File: src/rtl/time_adjust_ctrl_pkg.sv
// Shared types and constants for the time-adjust key front-end.
package time_adjust_ctrl_pkg;

  typedef enum logic {
    ST_RUN  = 1'b0,
    ST_EDIT = 1'b1
  } state_e;

  localparam logic [3:0] SEL_MS_L  = 4'd0;
  localparam logic [3:0] SEL_MS_H  = 4'd1;
  localparam logic [3:0] SEL_SEC_L = 4'd2;
  localparam logic [3:0] SEL_SEC_H = 4'd3;
  localparam logic [3:0] SEL_MIN_L = 4'd4;
  localparam logic [3:0] SEL_MIN_H = 4'd5;
  localparam logic [3:0] SEL_HR_L  = 4'd6;
  localparam logic [3:0] SEL_HR_H  = 4'd7;
  localparam logic [3:0] SEL_DAY_L = 4'd8;
  localparam logic [3:0] SEL_DAY_H = 4'd9;
  localparam logic [3:0] SEL_MON_L = 4'd10;
  localparam logic [3:0] SEL_MON_H = 4'd11;
  localparam logic [3:0] SEL_YR_1  = 4'd12;
  localparam logic [3:0] SEL_YR_2  = 4'd13;
  localparam logic [3:0] SEL_YR_3  = 4'd14;
  localparam logic [3:0] SEL_YR_4  = 4'd15;

  localparam int unsigned DEF_DB_CYCLES  = 1_000_000;
  localparam int unsigned DEF_REP_DELAY  = 25_000_000;
  localparam int unsigned DEF_REP_PERIOD = 5_000_000;
  localparam int unsigned DEF_PULSE_W    = 2;
  localparam int unsigned DEF_BLINK_HALF = 12_500_000;

  // Bits needed to hold values 0..max_val (at least one).
  function automatic int unsigned cnt_w(input int unsigned max_val);
    return (max_val < 1) ? 1 : $clog2(max_val + 1);
  endfunction

endpackage

File: src/rtl/time_adjust_ctrl_key_debounce.sv
// One raw active-low key: 2-FF synchroniser, debounce counter, press strobe.
module key_debounce
  import time_adjust_ctrl_pkg::*;
#(
  parameter int unsigned DB_CYCLES = DEF_DB_CYCLES
) (
  input  logic CLOCK_50,
  input  logic rst,
  input  logic key_n,
  output logic level,
  output logic press
);

  localparam int unsigned CNT_W = cnt_w(DB_CYCLES - 1);

  logic             sync1_q, sync1_d;
  logic             sync2_q, sync2_d;
  logic             level_q, level_d;
  logic             press_q, press_d;
  logic [CNT_W-1:0] cnt_q,   cnt_d;

  // Level flips after DB_CYCLES consecutive samples disagreeing with it.
  always_comb begin
    sync1_d = key_n;
    sync2_d = sync1_q;
    level_d = level_q;
    press_d = 1'b0;
    cnt_d   = '0;
    if ((~sync2_q) != level_q) begin
      if (cnt_q == CNT_W'(DB_CYCLES - 1)) begin
        level_d = ~level_q;
        press_d = ~level_q;
      end else begin
        cnt_d = cnt_q + CNT_W'(1);
      end
    end
  end

  always_ff @(posedge CLOCK_50) begin
    if (rst) begin
      sync1_q <= 1'b1;
      sync2_q <= 1'b1;
      level_q <= 1'b0;
      press_q <= 1'b0;
      cnt_q   <= '0;
    end else begin
      sync1_q <= sync1_d;
      sync2_q <= sync2_d;
      level_q <= level_d;
      press_q <= press_d;
      cnt_q   <= cnt_d;
    end
  end

  assign level = level_q;
  assign press = press_q;

endmodule

File: src/rtl/time_adjust_ctrl.sv
// Key front-end for the time counter chain: RUN/EDIT mode machine, add/clr
// pulse generator with auto-repeat, digit select and edit blink strobe.
module time_adjust_ctrl
  import time_adjust_ctrl_pkg::*;
#(
  parameter int unsigned DB_CYCLES  = DEF_DB_CYCLES,
  parameter int unsigned REP_DELAY  = DEF_REP_DELAY,
  parameter int unsigned REP_PERIOD = DEF_REP_PERIOD,
  parameter int unsigned PULSE_W    = DEF_PULSE_W,
  parameter int unsigned BLINK_HALF = DEF_BLINK_HALF
) (
  input  logic       CLOCK_50,
  input  logic       rst,
  input  logic       key_mode_n,
  input  logic       key_next_n,
  input  logic       key_add_n,
  input  logic       key_clr_n,
  output logic       adjust,
  output logic [3:0] select,
  output logic       add,
  output logic       clr,
  output logic       blink
);

  localparam int unsigned REP_MAX = (REP_DELAY > REP_PERIOD) ? REP_DELAY : REP_PERIOD;
  localparam int unsigned REP_W   = cnt_w(REP_MAX - 1);
  localparam int unsigned BUSY_W  = cnt_w(2 * PULSE_W - 1);
  localparam int unsigned BLINK_W = cnt_w(BLINK_HALF - 1);

  logic press_mode, press_next, press_add, press_clr;
  logic lvl_mode, lvl_next, lvl_add, lvl_clr;
  logic unused_lvls;

  key_debounce #(.DB_CYCLES(DB_CYCLES)) u_db_mode (
    .CLOCK_50(CLOCK_50), .rst(rst), .key_n(key_mode_n), .level(lvl_mode), .press(press_mode)
  );
  key_debounce #(.DB_CYCLES(DB_CYCLES)) u_db_next (
    .CLOCK_50(CLOCK_50), .rst(rst), .key_n(key_next_n), .level(lvl_next), .press(press_next)
  );
  key_debounce #(.DB_CYCLES(DB_CYCLES)) u_db_add (
    .CLOCK_50(CLOCK_50), .rst(rst), .key_n(key_add_n), .level(lvl_add), .press(press_add)
  );
  key_debounce #(.DB_CYCLES(DB_CYCLES)) u_db_clr (
    .CLOCK_50(CLOCK_50), .rst(rst), .key_n(key_clr_n), .level(lvl_clr), .press(press_clr)
  );

  assign unused_lvls = lvl_mode ^ lvl_next ^ lvl_clr;

  state_e               state_q,     state_d;
  logic                 adjust_q,    adjust_d;
  logic [3:0]           select_q,    select_d;
  logic                 add_q,       add_d;
  logic                 clr_q,       clr_d;
  logic                 clr_kind_q,  clr_kind_d;
  logic [BUSY_W-1:0]    busy_q,      busy_d;
  logic                 mode_pend_q, mode_pend_d;
  logic                 rep_on_q,    rep_on_d;
  logic [REP_W-1:0]     rep_cnt_q,   rep_cnt_d;
  logic                 blink_q,     blink_d;
  logic [BLINK_W-1:0]   blink_cnt_q, blink_cnt_d;

  logic busy, pulse_on, fire_add, fire_clr, sel_chg, enter_edit;

  assign busy     = (busy_q != '0);
  assign pulse_on = add_q | clr_q;

  // busy_q spans the pulse plus its trailing gap; events are only taken when idle.
  always_comb begin
    state_d     = state_q;
    adjust_d    = adjust_q;
    select_d    = select_q;
    busy_d      = busy ? (busy_q - BUSY_W'(1)) : '0;
    clr_kind_d  = clr_kind_q;
    mode_pend_d = mode_pend_q;
    rep_on_d    = rep_on_q;
    rep_cnt_d   = rep_cnt_q;
    blink_d     = blink_q;
    blink_cnt_d = blink_cnt_q;
    fire_add    = 1'b0;
    fire_clr    = 1'b0;
    sel_chg     = 1'b0;
    enter_edit  = 1'b0;

    if (press_mode || press_next || press_clr) rep_on_d = 1'b0;

    if (press_mode || mode_pend_q) begin
      // Mode toggles wait until add/clr are low so adjust never moves mid-pulse.
      if (pulse_on) begin
        mode_pend_d = 1'b1;
      end else begin
        mode_pend_d = 1'b0;
        if (state_q == ST_RUN) begin
          state_d    = ST_EDIT;
          adjust_d   = 1'b0;
          enter_edit = 1'b1;
        end else begin
          state_d  = ST_RUN;
          adjust_d = 1'b1;
          rep_on_d = 1'b0;
        end
      end
    end else if (state_q == ST_EDIT) begin
      if (press_clr) begin
        fire_clr = !busy;
      end else if (press_add) begin
        if (!busy) begin
          fire_add  = 1'b1;
          rep_on_d  = 1'b1;
          rep_cnt_d = REP_W'(REP_DELAY - 1);
        end
      end else if (press_next) begin
        if (!pulse_on) begin
          select_d = select_q + 4'd1;
          sel_chg  = 1'b1;
        end
      end else if (rep_on_q) begin
        if (!lvl_add) begin
          rep_on_d = 1'b0;
        end else if (rep_cnt_q == '0) begin
          rep_cnt_d = REP_W'(REP_PERIOD - 1);
          fire_add  = !busy;
        end else begin
          rep_cnt_d = rep_cnt_q - REP_W'(1);
        end
      end
    end

    if (fire_add || fire_clr) begin
      busy_d     = BUSY_W'(2 * PULSE_W - 1);
      clr_kind_d = fire_clr;
    end
    add_d = (busy_d >= BUSY_W'(PULSE_W)) && !clr_kind_d;
    clr_d = (busy_d >= BUSY_W'(PULSE_W)) && clr_kind_d;

    // Blink restarts high on EDIT entry and on each select change.
    if (state_d == ST_EDIT) begin
      if (enter_edit || sel_chg || (blink_cnt_q == '0)) begin
        blink_d     = (enter_edit || sel_chg) ? 1'b1 : ~blink_q;
        blink_cnt_d = BLINK_W'(BLINK_HALF - 1);
      end else begin
        blink_cnt_d = blink_cnt_q - BLINK_W'(1);
      end
    end else begin
      blink_d     = 1'b0;
      blink_cnt_d = '0;
    end
  end

  always_ff @(posedge CLOCK_50) begin
    if (rst) begin
      state_q     <= ST_RUN;
      adjust_q    <= 1'b1;
      select_q    <= SEL_MS_L;
      add_q       <= 1'b0;
      clr_q       <= 1'b0;
      clr_kind_q  <= 1'b0;
      busy_q      <= '0;
      mode_pend_q <= 1'b0;
      rep_on_q    <= 1'b0;
      rep_cnt_q   <= '0;
      blink_q     <= 1'b0;
      blink_cnt_q <= '0;
    end else begin
      state_q     <= state_d;
      adjust_q    <= adjust_d;
      select_q    <= select_d;
      add_q       <= add_d;
      clr_q       <= clr_d;
      clr_kind_q  <= clr_kind_d;
      busy_q      <= busy_d;
      mode_pend_q <= mode_pend_d;
      rep_on_q    <= rep_on_d;
      rep_cnt_q   <= rep_cnt_d;
      blink_q     <= blink_d;
      blink_cnt_q <= blink_cnt_d;
    end
  end

  assign adjust = adjust_q;
  assign select = select_q;
  assign add    = add_q;
  assign clr    = clr_q;
  assign blink  = blink_q;

endmodule

File: config.mk
export PLATFORM = sky130hd
export DESIGN_NAME = time_adjust_ctrl
export DESIGN_NICKNAME = d
export VERILOG_FILES = /design/src/rtl/time_adjust_ctrl_pkg.sv /design/src/rtl/time_adjust_ctrl_key_debounce.sv /design/src/rtl/time_adjust_ctrl.sv
export SDC_FILE = /design/constraint.sdc
export NUM_CORES = 1
export LEC_CHECK = 0
export CAP_MARGIN = 20
export CORE_ASPECT_RATIO = 0.5
export CORE_UTILIZATION = 41
export CTS_BUF_LIST = sky130_fd_sc_hd__clkbuf_2
export DETAILED_ROUTE_END_ITERATION = 8
export PLACE_DENSITY_LB_ADDON = 0.05
export SETUP_SLACK_MARGIN = 0.3
export SLEW_MARGIN = 5
export SYNTH_ARGS = -nofsm -noshare
export SYNTH_HDL_FRONTEND = slang
export SYNTH_SLANG_ARGS = --single-unit
File: constraint.sdc
create_clock -name CLOCK_50 -period 5.45 [get_ports CLOCK_50]
set_input_delay 0.8175 -clock CLOCK_50 [delete_from_list [all_inputs] [get_ports CLOCK_50]]
set_output_delay 0.8175 -clock CLOCK_50 [all_outputs]
set_load 0.005 [all_outputs]
# Word level (Yosys, flattened, before mapping)

Index checks and enable logic that the tools add are counted.

Bitwise logic cells: 23
Multiplexer cells: 47
Add/sub/neg operators: 8
Equality and inequality tests: 10
Magnitude comparators: 1
Reductions and logical operators: 32

Operators with widths:

| kind                    | number |
|---|---|
| $mux W25                | 6 |
| $add A20 B1 Y20 const B | 4 |
| $eq A20 B20 Y1 const B  | 4 |
| $mux W1                 | 38 |
| $reduce_or A3 Y1        | 9 |
| $logic_not A25 Y1       | 1 |
| $sub A25 B1 Y25 const B | 1 |
| $logic_not A24 Y1       | 1 |
| $mux W24                | 1 |
| $sub A24 B1 Y24 const B | 1 |
| $not A1 Y1              | 22 |
| $reduce_and A2 Y1       | 5 |
| $reduce_and A7 Y1       | 1 |
| $logic_or A1 B1 Y1      | 6 |
| $reduce_and A6 Y1       | 1 |
| $reduce_bool A2 Y1      | 3 |
| $add A4 B1 Y4 const B   | 1 |
| $mux W2                 | 2 |
| $ne A1 B1 Y1            | 4 |
| $ge A2 B2 Y1 const B    | 1 |
| $logic_and A1 B1 Y1     | 2 |
| $logic_not A1 Y1        | 2 |
| $ne A2 B1 Y1 const B    | 1 |
| $ne A2 B2 Y1 const B    | 1 |
| 3 further kinds         | 3 |

Bits in registers: 159
Bits of input ports: 6
Output and inout bits: 8
Logic and storage cells: 154

# Longest topological paths before layout

Gate-level depths: netlist of run 1.

Depth after elaboration: 14
Depth in mapped cells: 8
Gate-level depth less buffers: 7

# By module

Synthesis of run 1 repeated with hierarchy kept, for this count alone.

Cells, all modules: 831
Area, all modules: 7,424.6 sq um

Modules (own cells, without submodules):

| module           | area an instance (sq um) | instances | cells an instance | sequential area each (sq um) |
|---|---|---|---|---|
| key_debounce     | 1,064.8                  | 4         | 113               | 480.5 |
| time_adjust_ctrl | 3,165.5                  | 1         | 379               | 1,261.2 |

# Least setup slack after synthesis of run 1

Ideal clock, no wire load.

Path type: input to register
Start: input rst
End: register blink_q (netlist: blink)
Path buffers: 2
Stages on the path: 5
Library setup time: 0.144 ns
Arrival time: 1.807 ns
Data required time: 5.306 ns
Slack: 3.499 ns
Cell sequence: clkbuf_1 > inv_1 > nand3_1 > clkbuf_1 > a21oi_1

Longest elaborated chain between the ends: 1

RTL lines:

| what                              | line                    | source |
|---|---|---|
| start, declared                   | time_adjust_ctrl.sv:13  | `input logic rst,` |
| $reduce_or A2 Y1 (no source line) | n/a                     |  |
| end signal, assigned              | time_adjust_ctrl.sv:174 | `blink_q <= blink_d;` |
| end, declared                     | time_adjust_ctrl.sv:59  | `logic blink_q, blink_d;` |

No other way between the ends.
A chain may end at the register's enable or synchronous reset.

# Worst setup path in the final report of run 1

Start: register rep_cnt_q[0]
End: register rep_cnt_q[18]

Longest elaborated chain between the ends: 6
Elaborated cells between the ends (all ways): 7
Classes of those cells: 1 x add/sub; 5 x mux; 1 x reduce/logical

RTL lines:

| what                                                 | line                                             | source |
|---|---|---|
| start, declared                                      | time_adjust_ctrl.sv:58                           | `logic [REP_W-1:0] rep_cnt_q, rep_cnt_d;` |
| start signal, assigned                               | time_adjust_ctrl.sv:173                          | `rep_cnt_q <= rep_cnt_d;` |
| $sub A25 B1 Y25 or $logic_not A25 Y1 (tied branches) | time_adjust_ctrl.sv:123, time_adjust_ctrl.sv:119 |  |
| $mux W25 *                                           | time_adjust_ctrl.sv:119                          | `end else if (rep_cnt_q == '0) begin` |
| $mux W25 *                                           | time_adjust_ctrl.sv:117                          | `if (!lvl_add) begin` |
| $mux W25 *                                           | time_adjust_ctrl.sv:116                          | `end else if (rep_on_q) begin` |
| $mux W25 *                                           | time_adjust_ctrl.sv:111                          | `end else if (press_next) begin` |
| $mux W25 *                                           | time_adjust_ctrl.sv:105                          | `end else if (press_add) begin` |

Mark *: on every way between the ends. The rest lies on a longest branch, timed or not. The select of a mux whose other input is x is not followed.

==> results of run 1 <==
synth_stat cells (all sizes together) (4+ instances only):
cell | number | area, um2
a211oi | 5 | 42.5
a21o | 4 | 30.0
a21oi | 38 | 228
and3 | 13 | 81.3
and4 | 6 | 52.6
buf | 8 | 57.6
clkbuf | 18 | 67.6
dfxtp | 159 | 3180
ha | 9 | 113
inv | 28 | 105
nand2 | 57 | 214
nand3 | 43 | 215
nand3b | 4 | 30.0
nand4 | 25 | 163
nand4b | 4 | 35.0
nor2 | 137 | 514
nor3 | 29 | 166
nor4 | 25 | 205
nor4b | 10 | 87.6
o21ai | 19 | 98.9
or2 | 15 | 93.8
or3 | 6 | 37.5
or4 | 6 | 48.8
xnor2 | 53 | 464
xor2 | 54 | 473
critical path, delay by kind of cell, from the launching register on:
kind	cells	cell delay (ns)
compound gates	2	0.95
fa+ha+maj	1	0.14
buf+inv	1	0.10
flops	1	0.37
simple gates	3	0.89
routing by layer:
layer	part of all wire (%)	track usage (%)	vias to the layer above
li1	-	-	2850
met1	52	20.4	2541
met2	44	27.5	50
met3	2.7	4.20	12
met4	0.88	5.17	0
met5	0	0	-
final cells by class:
type | count | area share, %
flip-flops and latches | 159 | 40.9
multi-input cells | 603 | 48.4
inverters | 28 | 1.35
repair buffers | 17 | 2.06
well taps | 227 | 3.65
clock inverters | 11 | 2.46
clock buffers | 19 | 1.22
sequential cells by signal (all words and copies together) (netlist names), 2 cells and up:
name	cells
blink_cnt_q	24
busy_q	2
u_db_add.cnt_q	20
u_db_mode.cnt_q	20
u_db_clr.cnt_q	20
select	4
rep_cnt_q	25
u_db_next.cnt_q	20
power by group through the flow:
stage	sequential (W)	clock [W]	combinational (W)
after global placement	0.00119	0	0.0000223
after detailed placement	0.00119	0	0.0000223
after CTS	0.00117	0.000783	0.0000223
final	0.00117	0.000753	0.0000216
after floorplan	0.00119	0	0.0000145
after global routing	0.00117	0.000829	0.0000243
layout by cell type, fill, tap and decap left out, types with 24 or more instances in the layout:
master   netlist  final
xor2_1        54     54
nor3_1        26     26
nand2_1       57     57
xnor2_1       53     53
nand4_1       24     24
nand3_1       43     43
a21oi_1       28     28
dfxtp_1      159    159
nor2_1       137    137
inv_1         28     28
worst paths after layout:
check | start | end | slack [ns]
hold reg to reg | u_db_next.sync1_q$_SDFF_PP1_ | u_db_next.sync2_q$_SDFF_PP1_ | 0.44
hold / removal | u_db_next.sync1_q$_SDFF_PP1_ | u_db_next.sync2_q$_SDFF_PP1_ | 0.44
setup / recovery | rep_cnt_q[0]$_SDFFE_PP0P_ | rep_cnt_q[18]$_SDFFE_PP0P_ | 2.93
setup reg to reg | rep_cnt_q[0]$_SDFFE_PP0P_ | rep_cnt_q[18]$_SDFFE_PP0P_ | 2.93
metrics by stage:
step / setup slack (ns) / area (um2) / util [%]
global route: 2.73 / 7790 / 46.5
global placement: 2.29 / 7500 / 44.7
finish: 2.93 / 7790 / 46.5
CTS: 2.89 / 7790 / 46.5
detailed placement: 2.26 / 7500 / 44.7
floorplan: 3.50 / 7180 / -
cell families (layout without fill, tap and decap cells):
kind of cell	count (synthesis)	count (layout)	share of synthesized area, %
muxes	3	3	0.418
and+or+nand+nor	393	393	28.5
adders and majority gates	9	9	1.57
xor gates and xnor gates	107	107	13.0
buffers and inverters	54	75	3.21
AOI/OAI and AO/OA	91	91	8.95
DFF	159	159	44.3
==> flow_summary.html, run 1 <==
<table>
<tr><th>Metric</th><th>Value</th></tr>
<tr><th colspan="2">Global route</th></tr>
<tr><td>Global-route usage over all layers</td><td>between 10% and 20%</td></tr>
<tr><td>Remaining Overflow, GRT</td><td>0</td></tr>
<tr><td>Vias in the first global route</td><td>between 5000 and 6000</td></tr>
<tr><td>Antenna violations before repair</td><td>0</td></tr>
<tr><td>First-pass GRT wire length</td><td>23800 um</td></tr>
<tr><td>Largest net degree at the start of global routing</td><td>43</td></tr>
<tr><th colspan="2">Power and ir drop</th></tr>
<tr><td>Clock share of power</td><td>38.7%</td></tr>
<tr><td>Leakage power of the design</td><td>2.83 nW</td></tr>
<tr><td>Combinational Power Share</td><td>roughly 1.1%</td></tr>
<tr><td>PwrDens</td><td>250 mW/mm2</td></tr>
<tr><td>Int Power</td><td>0.00152 W</td></tr>
<tr><td>Net switching fraction of the power</td><td>21.8%</td></tr>
<tr><td>Total chip power</td><td>0.00195 W</td></tr>
<tr><td>Net switching power of the design</td><td>0.000425 W</td></tr>
<tr><td>IR drop worst, VDD</td><td>around 110 uV</td></tr>
<tr><td>Fraction of power consumed by sequential logic</td><td>60.2%</td></tr>
<tr><th colspan="2">STA</th></tr>
<tr><td>Max Slew Vio Count</td><td>0</td></tr>
<tr><td>Worst hold slack</td><td>0.437 ns</td></tr>
<tr><td>Setup Total Neg Slack</td><td>0 ns</td></tr>
<tr><td>Final worst path period need</td><td>2.52 ns</td></tr>
<tr><td>Actual transition at the worst max-transition pin</td><td>just under 1 ns</td></tr>
<tr><td>Final setup violating endpoints</td><td>0</td></tr>
<tr><td>Share of the clock period used by the worst path</td><td>46.2%</td></tr>
<tr><td>RSZ-0062 raised after global routing</td><td>false</td></tr>
<tr><td>Endpoints failing hold</td><td>0</td></tr>
<tr><td>Slew headroom</td><td>a little over a third</td></tr>
<tr><td>Highest clock rate</td><td>0.397 GHz</td></tr>
<tr><td>Worst clock skew on the final layout</td><td>0.0326 ns</td></tr>
<tr><th colspan="2">Finish</th></tr>
<tr><td>Final #Nets</td><td>roughly 840</td></tr>
<tr><td>Number of antenna cells inserted</td><td>0</td></tr>
<tr><td>Fraction of final layout cells with drive strength greater than 1</td><td>9.20%</td></tr>
<tr><td>Signed area change from the synthesized netlist to the final layout</td><td>8.43%</td></tr>
<tr><td>Final Non-Filler Cells</td><td>1064</td></tr>
<tr><td>Area of combinational cells with multiple inputs</td><td>0.00377 mm2</td></tr>
<tr><td>Count of fill cells added during filler insertion</td><td>1684</td></tr>
<tr><td>Register cell area after layout</td><td>roughly 0.0032 mm2</td></tr>
<tr><th colspan="2">Worst setup path</th></tr>
<tr><td>Required time at the worst-slack endpoint</td><td>6.08 ns</td></tr>
<tr><td>Highest-delay cell along the critical path</td><td>o21bai_2</td></tr>
<tr><td>Depth of the worst register-to-register path</td><td>7</td></tr>
<tr><td>Worst EP arrival</td><td>about 3.2 ns</td></tr>
<tr><td>CP Class</td><td>flop to flop</td></tr>
<tr><td>Cells along the critical path</td><td>inv_1 &gt; ha_1 &gt; nor4b_1 &gt; nand4_2 &gt; o21bai_2 &gt; nor3_1 &gt; a2111oi_1</td></tr>
<tr><td>Worst stage delay on the critical path</td><td>0.58 ns</td></tr>
<tr><td>Setup crit start kind</td><td>flop</td></tr>
<tr><td>Endpoint kind of the worst setup timing path</td><td>flop</td></tr>
<tr><td>Crit Path Max Fanout</td><td>13</td></tr>
<tr><th colspan="2">Synth</th></tr>
<tr><td>Sequential cell area fraction in the yosys report</td><td>44.3%</td></tr>
<tr><td>Cell count after synthesis</td><td>816</td></tr>
<tr><td>Post-synthesis average cell area</td><td>8.80 um2</td></tr>
<tr><td>Synth unique cells</td><td>66</td></tr>
<tr><td>Total of flip-flops plus latches after synthesis</td><td>~160</td></tr>
<tr><td>Synthesis Warnings</td><td>0</td></tr>
<tr><td>Most used flip-flop cell after synthesis</td><td>dfxtp_1</td></tr>
<tr><td>Asr flop ratio synth</td><td>0%</td></tr>
<tr><td>Number of synthesized flops with an enable pin</td><td>0</td></tr>
<tr><td>Syn nets</td><td>831</td></tr>
<tr><td>Cell area after synthesis</td><td>0.00718 mm2</td></tr>
<tr><th colspan="2">Drt</th></tr>
<tr><td>Remaining DRCs</td><td>0</td></tr>
<tr><td>Wirelength per Cell</td><td>12.8 um</td></tr>
<tr><td>Detailed Routing Iterations Pass 1</td><td>5</td></tr>
<tr><td>Count of antenna-violating nets left after detailed routing</td><td>0</td></tr>
<tr><td>Via count</td><td>5453</td></tr>
<tr><td>Average vias per placed instance</td><td>5.13</td></tr>
<tr><td>Wire length reported by the detailed router</td><td>between 10000 and 15000 um</td></tr>
<tr><td>Detailed Route Iter0 Violations</td><td>227</td></tr>
<tr><th colspan="2">Placed design</th></tr>
<tr><td>Cell count after placement</td><td>just over 1000</td></tr>
<tr><td>Detailed-placement wirelength estimate</td><td>9050 um</td></tr>
<tr><td>Final estimated routing congestion in global placement</td><td>around 0.74</td></tr>
<tr><td># port buffers</td><td>13</td></tr>
<tr><th colspan="2">Floorplan</th></tr>
<tr><td>I/O pin count</td><td>14</td></tr>
<tr><td>Number of standard-cell rows in the floorplan</td><td>33</td></tr>
<tr><td>Height of the die</td><td>about 96 um</td></tr>
<tr><td>Initial cell density of the core</td><td>42.8%</td></tr>
<tr><td>Die Outline Area</td><td>0.0181 mm2</td></tr>
<tr><td>Floorplan die width</td><td>189 um</td></tr>
<tr><td>Core area</td><td>0.0168 mm2</td></tr>
<tr><th colspan="2">Clock tree</th></tr>
<tr><td>CTS buffer count</td><td>17</td></tr>
<tr><td>CTS root buf</td><td>clkbuf_2</td></tr>
<tr><td>Clock insertion delay at the later pin of the skew report</td><td>0.72 ns</td></tr>
<tr><td>Count of instances resized after the clock tree is built</td><td>0</td></tr>
<tr><td>Clock Pin Slew Worst Setup and Hold Paths</td><td>0.23 ns</td></tr>
<tr><td>Number of clock sinks</td><td>159</td></tr>
<tr><td>CTS hold repair buffers</td><td>0</td></tr>
<tr><td>Clock tree from TritonCTS</td><td>yes</td></tr>
<tr><td>Clock buffer depth</td><td>2</td></tr>
<tr><td>Setup repair bufs after CTS</td><td>0</td></tr>
<tr><td>CTS HTree Levels</td><td>4</td></tr>
<tr><th colspan="2">Worst hold path</th></tr>
<tr><td>Type of the tightest min-delay check</td><td>flop to flop</td></tr>
<tr><td>Instance count along the most critical hold path</td><td>1</td></tr>
<tr><th colspan="2">Run status</th></tr>
<tr><td>Run status</td><td>finished clean</td></tr>
<tr><th colspan="2">Flow run</th></tr>
<tr><td>Max-cap violations</td><td>0</td></tr>
</table>
Power figures use the tool's default switching activity.
==> run 2: changes to the inputs <==
- clock period: 5.45 -> 2.3 ns (I/O delays scaled with it)
==> flow_summary.html, run 2 (synthesis results as in run 1) <==
<table>
<tr><th>Metric</th><th>Value</th></tr>
<tr><th colspan="2">Power and ir drop</th></tr>
<tr><td>PwrDens</td><td>519 mW/mm2 (+110%)</td></tr>
<tr><td>Leakage power of the design</td><td>3.14 nW (+11%)</td></tr>
<tr><td>Combinational Power Share</td><td>1.4% (+0.3 points)</td></tr>
<tr><td>IR drop worst, VDD</td><td>244 uV (+120%)</td></tr>
<tr><td>Fraction of power consumed by sequential logic</td><td>64.4% (+4.2 points)</td></tr>
<tr><td>Net switching power of the design</td><td>0.00111 W (+160%)</td></tr>
<tr><td>Net switching fraction of the power</td><td>25.8% (+4.0 points)</td></tr>
<tr><td>Clock share of power</td><td>34.2% (-4.5 points)</td></tr>
<tr><td>Int Power</td><td>0.00320 W (+110%)</td></tr>
<tr><th colspan="2">Finish</th></tr>
<tr><td>Top register by number of flip-flops</td><td>rep_cnt_q</td></tr>
<tr><td>Registers with the highest flip-flop counts</td><td>rep_cnt_q: 25 flops, blink_cnt_q: 24 flops</td></tr>
<tr><td>Fraction of final layout cells with drive strength greater than 1</td><td>19.0% (+9.8 points)</td></tr>
<tr><td>Final #Nets</td><td>893 (+6.2%)</td></tr>
<tr><td>Most common library cell in the layout ignoring fill and taps</td><td>dfxtp_1</td></tr>
<tr><td>Number of antenna cells inserted</td><td>0 (unchanged)</td></tr>
<tr><td>Signed area change from the synthesized netlist to the final layout</td><td>15.5%</td></tr>
<tr><td>Most frequent cells in the layout</td><td>dfxtp_1, nor2_1, nand2_1</td></tr>
<tr><td>Number of flip-flops in the largest register</td><td>25 (unchanged)</td></tr>
<tr><th colspan="2">Global route</th></tr>
<tr><td>Remaining Overflow, GRT</td><td>0 (unchanged)</td></tr>
<tr><td>Layer with the highest usage</td><td>met2</td></tr>
<tr><td>GRT met3 Usage</td><td>3.53% (-0.66 points)</td></tr>
<tr><td>Met2 Track Usage GR</td><td>26.7% (-0.74 points)</td></tr>
<tr><td>Antenna violations before repair</td><td>0 (unchanged)</td></tr>
<tr><td>First-pass GRT wire length</td><td>24100 um (+1.0%)</td></tr>
<tr><td>Met1 demand-to-capacity share in global routing</td><td>22.1% (+1.7 points)</td></tr>
<tr><td>Largest net degree at the start of global routing</td><td>21 (-51%)</td></tr>
<tr><td>Global-route usage over all layers</td><td>16.5% (+0.30 points)</td></tr>
<tr><td>Vias in the first global route</td><td>5134 (-0.17%)</td></tr>
<tr><th colspan="2">Worst setup path</th></tr>
<tr><td>Required time at the worst-slack endpoint</td><td>2.93 ns (-3.15 ns)</td></tr>
<tr><td>Highest-delay cell along the critical path</td><td>nor4_4</td></tr>
<tr><td>Worst stage delay on the critical path</td><td>0.50 ns (-0.08 ns)</td></tr>
<tr><td>Setup crit start kind</td><td>flop</td></tr>
<tr><td>Endpoint kind of the worst setup timing path</td><td>flop</td></tr>
<tr><td>Worst EP arrival</td><td>2.54 ns (-0.61 ns)</td></tr>
<tr><td>Cells along the critical path</td><td>nor4_4 &gt; nand4_4 &gt; o21bai_4 &gt; buf_4 &gt; nand2_1 &gt; a221oi_1</td></tr>
<tr><td>CP Class</td><td>flop to flop</td></tr>
<tr><td>Crit Path Max Fanout</td><td>6 (-7)</td></tr>
<tr><th colspan="2">Clock tree</th></tr>
<tr><td>Clock tree from TritonCTS</td><td>yes</td></tr>
<tr><td>CTS root buf</td><td>clkbuf_2</td></tr>
<tr><td>CTS buffer count</td><td>17 (unchanged)</td></tr>
<tr><td>Clock Pin Slew Worst Setup and Hold Paths</td><td>0.26 ns (+0.03 ns)</td></tr>
<tr><td>Clock insertion delay at the later pin of the skew report</td><td>0.72 ns (about the same)</td></tr>
<tr><td>CTS HTree Levels</td><td>4 (unchanged)</td></tr>
<tr><td>Clock buffer depth</td><td>2 (unchanged)</td></tr>
<tr><td>Number of clock sinks</td><td>159 (unchanged)</td></tr>
<tr><td>CTS hold repair buffers</td><td>0 (unchanged)</td></tr>
<tr><th colspan="2">STA</th></tr>
<tr><td>Share of the clock period used by the worst path</td><td>83.2% (+37 points)</td></tr>
<tr><td>Max Slew Vio Count</td><td>0 (unchanged)</td></tr>
<tr><td>Endpoints failing hold</td><td>0 (unchanged)</td></tr>
<tr><td>Worst clock skew on the final layout</td><td>0.0352 ns (+0.00258 ns)</td></tr>
<tr><td>Worst hold slack</td><td>0.159 ns (-0.279 ns)</td></tr>
<tr><td>Slew headroom</td><td>68.6% (+34 points)</td></tr>
<tr><td>RSZ-0062 raised after global routing</td><td>true</td></tr>
<tr><td>Actual transition at the worst max-transition pin</td><td>0.466 ns (-0.508 ns)</td></tr>
<tr><td>Highest clock rate</td><td>0.523 GHz (+32%)</td></tr>
<tr><td>Setup Total Neg Slack</td><td>0 ns (unchanged)</td></tr>
<tr><td>Final worst path period need</td><td>1.91 ns (-0.606 ns)</td></tr>
<tr><td>Final setup violating endpoints</td><td>0 (unchanged)</td></tr>
<tr><th colspan="2">Placed design</th></tr>
<tr><td>Final estimated routing congestion in global placement</td><td>0.774 (+4.3%)</td></tr>
<tr><td>Detailed-placement wirelength estimate</td><td>9420 um (+4.1%)</td></tr>
<tr><td># port buffers</td><td>13 (unchanged)</td></tr>
<tr><th colspan="2">Floorplan</th></tr>
<tr><td>Floorplan die width</td><td>189 um (unchanged)</td></tr>
<tr><td>Number of standard-cell rows in the floorplan</td><td>33 (unchanged)</td></tr>
<tr><td>Core area</td><td>0.0168 mm2 (unchanged)</td></tr>
<tr><td>I/O pin count</td><td>14 (unchanged)</td></tr>
<tr><td>Height of the die</td><td>95.6 um (unchanged)</td></tr>
<tr><td>Die Outline Area</td><td>0.0181 mm2 (unchanged)</td></tr>
<tr><td>Initial cell density of the core</td><td>42.8% (unchanged)</td></tr>
<tr><th colspan="2">Drt</th></tr>
<tr><td>Wire length reported by the detailed router</td><td>14300 um (+5.0%)</td></tr>
<tr><td>Detailed Routing Iterations Pass 1</td><td>6 (+1)</td></tr>
<tr><td>Wirelength per Cell</td><td>12.8 um (about the same)</td></tr>
<tr><td>Via count</td><td>5581 (+2.3%)</td></tr>
<tr><td>Detailed Route Iter0 Violations</td><td>203 (-11%)</td></tr>
<tr><td>Count of antenna-violating nets left after detailed routing</td><td>0 (unchanged)</td></tr>
<tr><td>Average vias per placed instance</td><td>4.99 (-2.6%)</td></tr>
<tr><td>Remaining DRCs</td><td>0 (unchanged)</td></tr>
<tr><th colspan="2">Flow run</th></tr>
<tr><td>Max-cap violations</td><td>0 (unchanged)</td></tr>
<tr><th colspan="2">Run status</th></tr>
<tr><td>Run status</td><td>finished clean</td></tr>
<tr><th colspan="2">Worst hold path</th></tr>
<tr><td>Type of the tightest min-delay check</td><td>primary input to flop</td></tr>
</table>
==> run 2: changes by cell type in the layout (fill, tap and decap cells not counted), sizes merged, moves of 2 or more <==
cell,previous run,this run
dlygate4sd2,0,8
bufinv,5,1
buf,4,55
clkinvlp,2,5
clkbuf,19,17
clkdlybuf4s50,13,5
inv,28,32
==> run 2: stage by stage <==
step	worst slack, ns	total power, W	cells	cell area [um2]	util, %
after global placement	0.140	0.00289	1065	7730	46.1
after CTS	0.302	0.00439	1108	8090	48.2
after floorplan	0.440	0.00286	816	7180	-
after global routing	0.257	0.00451	1118	8300	49.5
after detailed placement	0.0593	0.00289	1065	7730	46.1
final	0.388	0.00431	1118	8300	49.5
==> run 2: path summary, 6_finish.rpt <==
check,cells after the start,end,startpoint,slack (ns)
worst max-delay path,6,add$_SDFF_PP0_,rep_cnt_q[8]$_SDFFE_PP0P_,0.39
worst max register to register,6,add$_SDFF_PP0_,rep_cnt_q[8]$_SDFFE_PP0P_,0.39
worst min register to register,1,u_db_mode.sync2_q$_SDFF_PP1_,u_db_mode.sync1_q$_SDFF_PP1_,0.45
worst min-delay path,2,u_db_next.sync1_q$_SDFF_PP1_,key_next_n,0.16
==> run 2: area by class of cell <==
| class | count | area [um2] |
|---|---|---|
| fill | 1670 | 8470 |
| clock inverter | 15 | 139 |
| inverter | 28 | 105 |
| timing repair buffer | 68 | 566 |
| clock buffer | 17 | 85.1 |
| multi-input combinational | 604 | 3910 |
| tap | 227 | 284 |
| sequential | 159 | 3210 |
==> run 2: critical path, delay by kind of cell (launching register included) <==
| family | cells | cell delay, ns |
|---|---|---|
| buffers and inverters | 1 | 0.17 |
| DFF | 1 | 0.44 |
| and+or+nand+nor | 3 | 0.77 |
| AOI/OAI and AO/OA | 2 | 0.45 |
==> run 2: power groups by stage <==
stage | Clock, W | Sequential [W] | Combinational, W
floorplan | 0 | 0.00283 | 0.0000344
global placement | 0 | 0.00283 | 0.0000599
detailed placement | 0 | 0.00283 | 0.0000601
CTS | 0.00155 | 0.00278 | 0.0000600
global route | 0.00166 | 0.00278 | 0.0000662
finish | 0.00147 | 0.00278 | 0.0000592
==> run 2: layer usage <==
metal	up-vias	wire (um)
li1	2947	-
met1	2575	7610
met2	47	6200
met3	12	326
met4	0	133
met5	-	0
==> run 2: timing repair <==
action / CTS / global route
gates resized for setup: 23 / 33
cloned: 0 / 1
buffers inserted: 11 / 9
pin swaps: 2 / 5
setup endpoints to repair: 35 / 109
==> RTL change: new RTL, flow settings as in run 2 <==
Change the package constant `DEF_PULSE_W` from 2 to 4.
--- a/src/rtl/time_adjust_ctrl_pkg.sv
+++ b/src/rtl/time_adjust_ctrl_pkg.sv
@@ -26,7 +26,7 @@
   localparam int unsigned DEF_DB_CYCLES  = 1_000_000;
   localparam int unsigned DEF_REP_DELAY  = 25_000_000;
   localparam int unsigned DEF_REP_PERIOD = 5_000_000;
-  localparam int unsigned DEF_PULSE_W    = 2;
+  localparam int unsigned DEF_PULSE_W    = 4;
   localparam int unsigned DEF_BLINK_HALF = 12_500_000;
 
   // Bits needed to hold values 0..max_val (at least one).
Behaviour: same outputs for any inputs over 10 cycles, from zero or initial values and one cycle with rst high; that may be too few to reach the edited logic, so the function may still have changed.
==> RTL change against run 2 <==
Worst setup slack worse by 0.15 ns; global-route usage up 1.4 points; total power up 3.2%; final cell count up 0.89%; area after synthesis up 0.40%; sequential cell count up 1; clock power up 7%; routed wire length up 7.6%; clock skew up 0.023 ns; maximum frequency down 7.4%; hold slack worse by 0.0080 ns; cell area up 1.1%; critical path type unchanged; largest cell class unchanged; largest power group unchanged.
==> RTL change: results (changes against run 2) <==
largest net degree at the start of global routing 25 (+19%); IO buf count 13 (unchanged); Min-Delay Path Class in -> reg; top cells by area, synth dfxtp_1 (44%), nor2_1 (7.8%), xor2_1 (6.7%); NumNets Final 905 (+1.3%); Worst path max stage delay 0.60 ns (+0.10 ns); GP Congestion 0.822 (+6.2%); Bufs on Longest Clock Path 2 (unchanged); warnings from Yosys 0 (unchanged); placed wire-length estimate 10300 um (+9.7%); DRC marker count from the first detailed-route iteration 220 (+8.4%); crit-path max FO 6 (unchanged); Async SR Flop Fraction 0% (unchanged); Worst Clk Skew 0.0577 ns (+0.0225 ns); most instantiated cells after synthesis dfxtp_1 (160), nor2_1 (150), xor2_1 (55); CTS root buf clkbuf_2; vias per cell 5.16 (+3.4%); Largest regs rep_cnt_q x25, blink_cnt_q x24; status completed; Num CTS Buffers 17 (unchanged); Ant. Diodes 0 (unchanged); Leakage 3.15 nW (+0.41%); arrival time at the worst endpoint 2.71 ns (+0.17 ns); worst slew pin tran 0.474 ns (+0.00814 ns); Synthesized Nets 845 (+1.7%); clk_lat worst skew 0.77 ns (+0.05 ns); proportion of layout cells with a drive suffix above 1 18.6% (-0.32 points); CTS H-tree depth 4 (unchanged); GRT Util Overall 17.9% (+1.4 points); WL final 15400 um (+7.6%); VDD IR max 0.275 mV (+13%); fill cell count 1625 (-2.7%); sequential share of the synthesized area 44.4% (+0.10 points); Critical Path Slowest Stage Cell or4_4; initial antenna violation count 1 (+1); vias in the first global route 5298 (+3.2%); global-route wire length before repair 25900 um (+7.7%); Initial DRT Pass Iterations 5 (-1); Distinct cells, synth 58 (-12%); clock slew at reported path FFs 0.29 ns (+0.03 ns)
RTL change: cell count changes in the layout (fill, tap and decap cells not counted), sizes merged, moves of 4 or more:
cell,delta
nor2,+13
a31oi,+10
o21ai,-8
nand2,-7
or4,+6
nand3,-5
a21oi,-4
nand4,+4
nor4b,-4
o21a,+4
RTL change: metrics by stage:
step	power, mW	area [sq um]	worst slack, ns	std cells
finish	4.44	8390	0.235	1128
global route	4.65	8390	0.171	1128
CTS	4.51	8200	0.254	1122
detailed placement	2.91	7790	0.145	1076
global placement	2.91	7790	0.210	1076
floorplan	2.89	7230	0.240	828
RTL change: cells by family (layout without fill, tap and decap cells):
logic type,after synthesis,after routing,synth area share (%)
flops,160,160,44.4
compound gates,89,89,7.90
fa+ha+maj,11,11,1.91
mux,4,4,0.573
simple gates,406,406,29.4
buf+inv,51,124,2.83
xor+xnor,107,107,13.0
RTL change: path summary, 6_finish.rpt:
kind	start	to	slack, ns	cells after the start
min	key_next_n	u_db_next.sync1_q	0.15	2
max reg2reg	rep_cnt_q[11]	rep_cnt_q[20]	0.23	5
min reg2reg	u_db_mode.sync1_q	u_db_mode.sync2_q	0.44	1
max	rep_cnt_q[11]	rep_cnt_q[20]	0.23	5
RTL change: timing repair:
action	4_1_cts	5_1_grt
setup buffers	13	6
gates resized for setup	35	45
hold buffers	1	0
setup endpoints to repair	72	111
pin swaps	6	22
hold endpoints to repair	4	0
RTL change: cell type report:
class                           count  share of cell area [%]
Timing Repair Buffer               68                    6.86
Tap cell                          227                    3.38
Clock inverter                     14                    1.71
Sequential cell                   160                    38.5
Clock buffer                       18                    1.07
Inverter                           24                    1.07
Multi-Input combinational cell    617                    47.4
RTL change: where the power goes:
| part | internal, mW | switching [mW] | leakage [nW] |
|---|---|---|---|
| Combinational | 0.0282 | 0.0403 | 1.71 |
| Clock | 0.437 | 1.14 | 0.140 |
| Sequential | 2.79 | 0.00676 | 1.30 |
RTL change: critical path: cells and delay by family (launching register included):
kind,cells,cell delay [ns]
and+or+nand+nor,4,1.46
AOI/OAI and AO/OA,1,0.09
DFF,1,0.39
RTL change: layer usage:
layer  vias to the layer above  track usage [%]  share of wire [%]
met3                         9             4.12                3.2
met5                         -                0                  0
met2                        74             27.5                 43
li1                       3008                -                  -
met4                         0             5.17               0.68
met1                      2734             25.1                 53
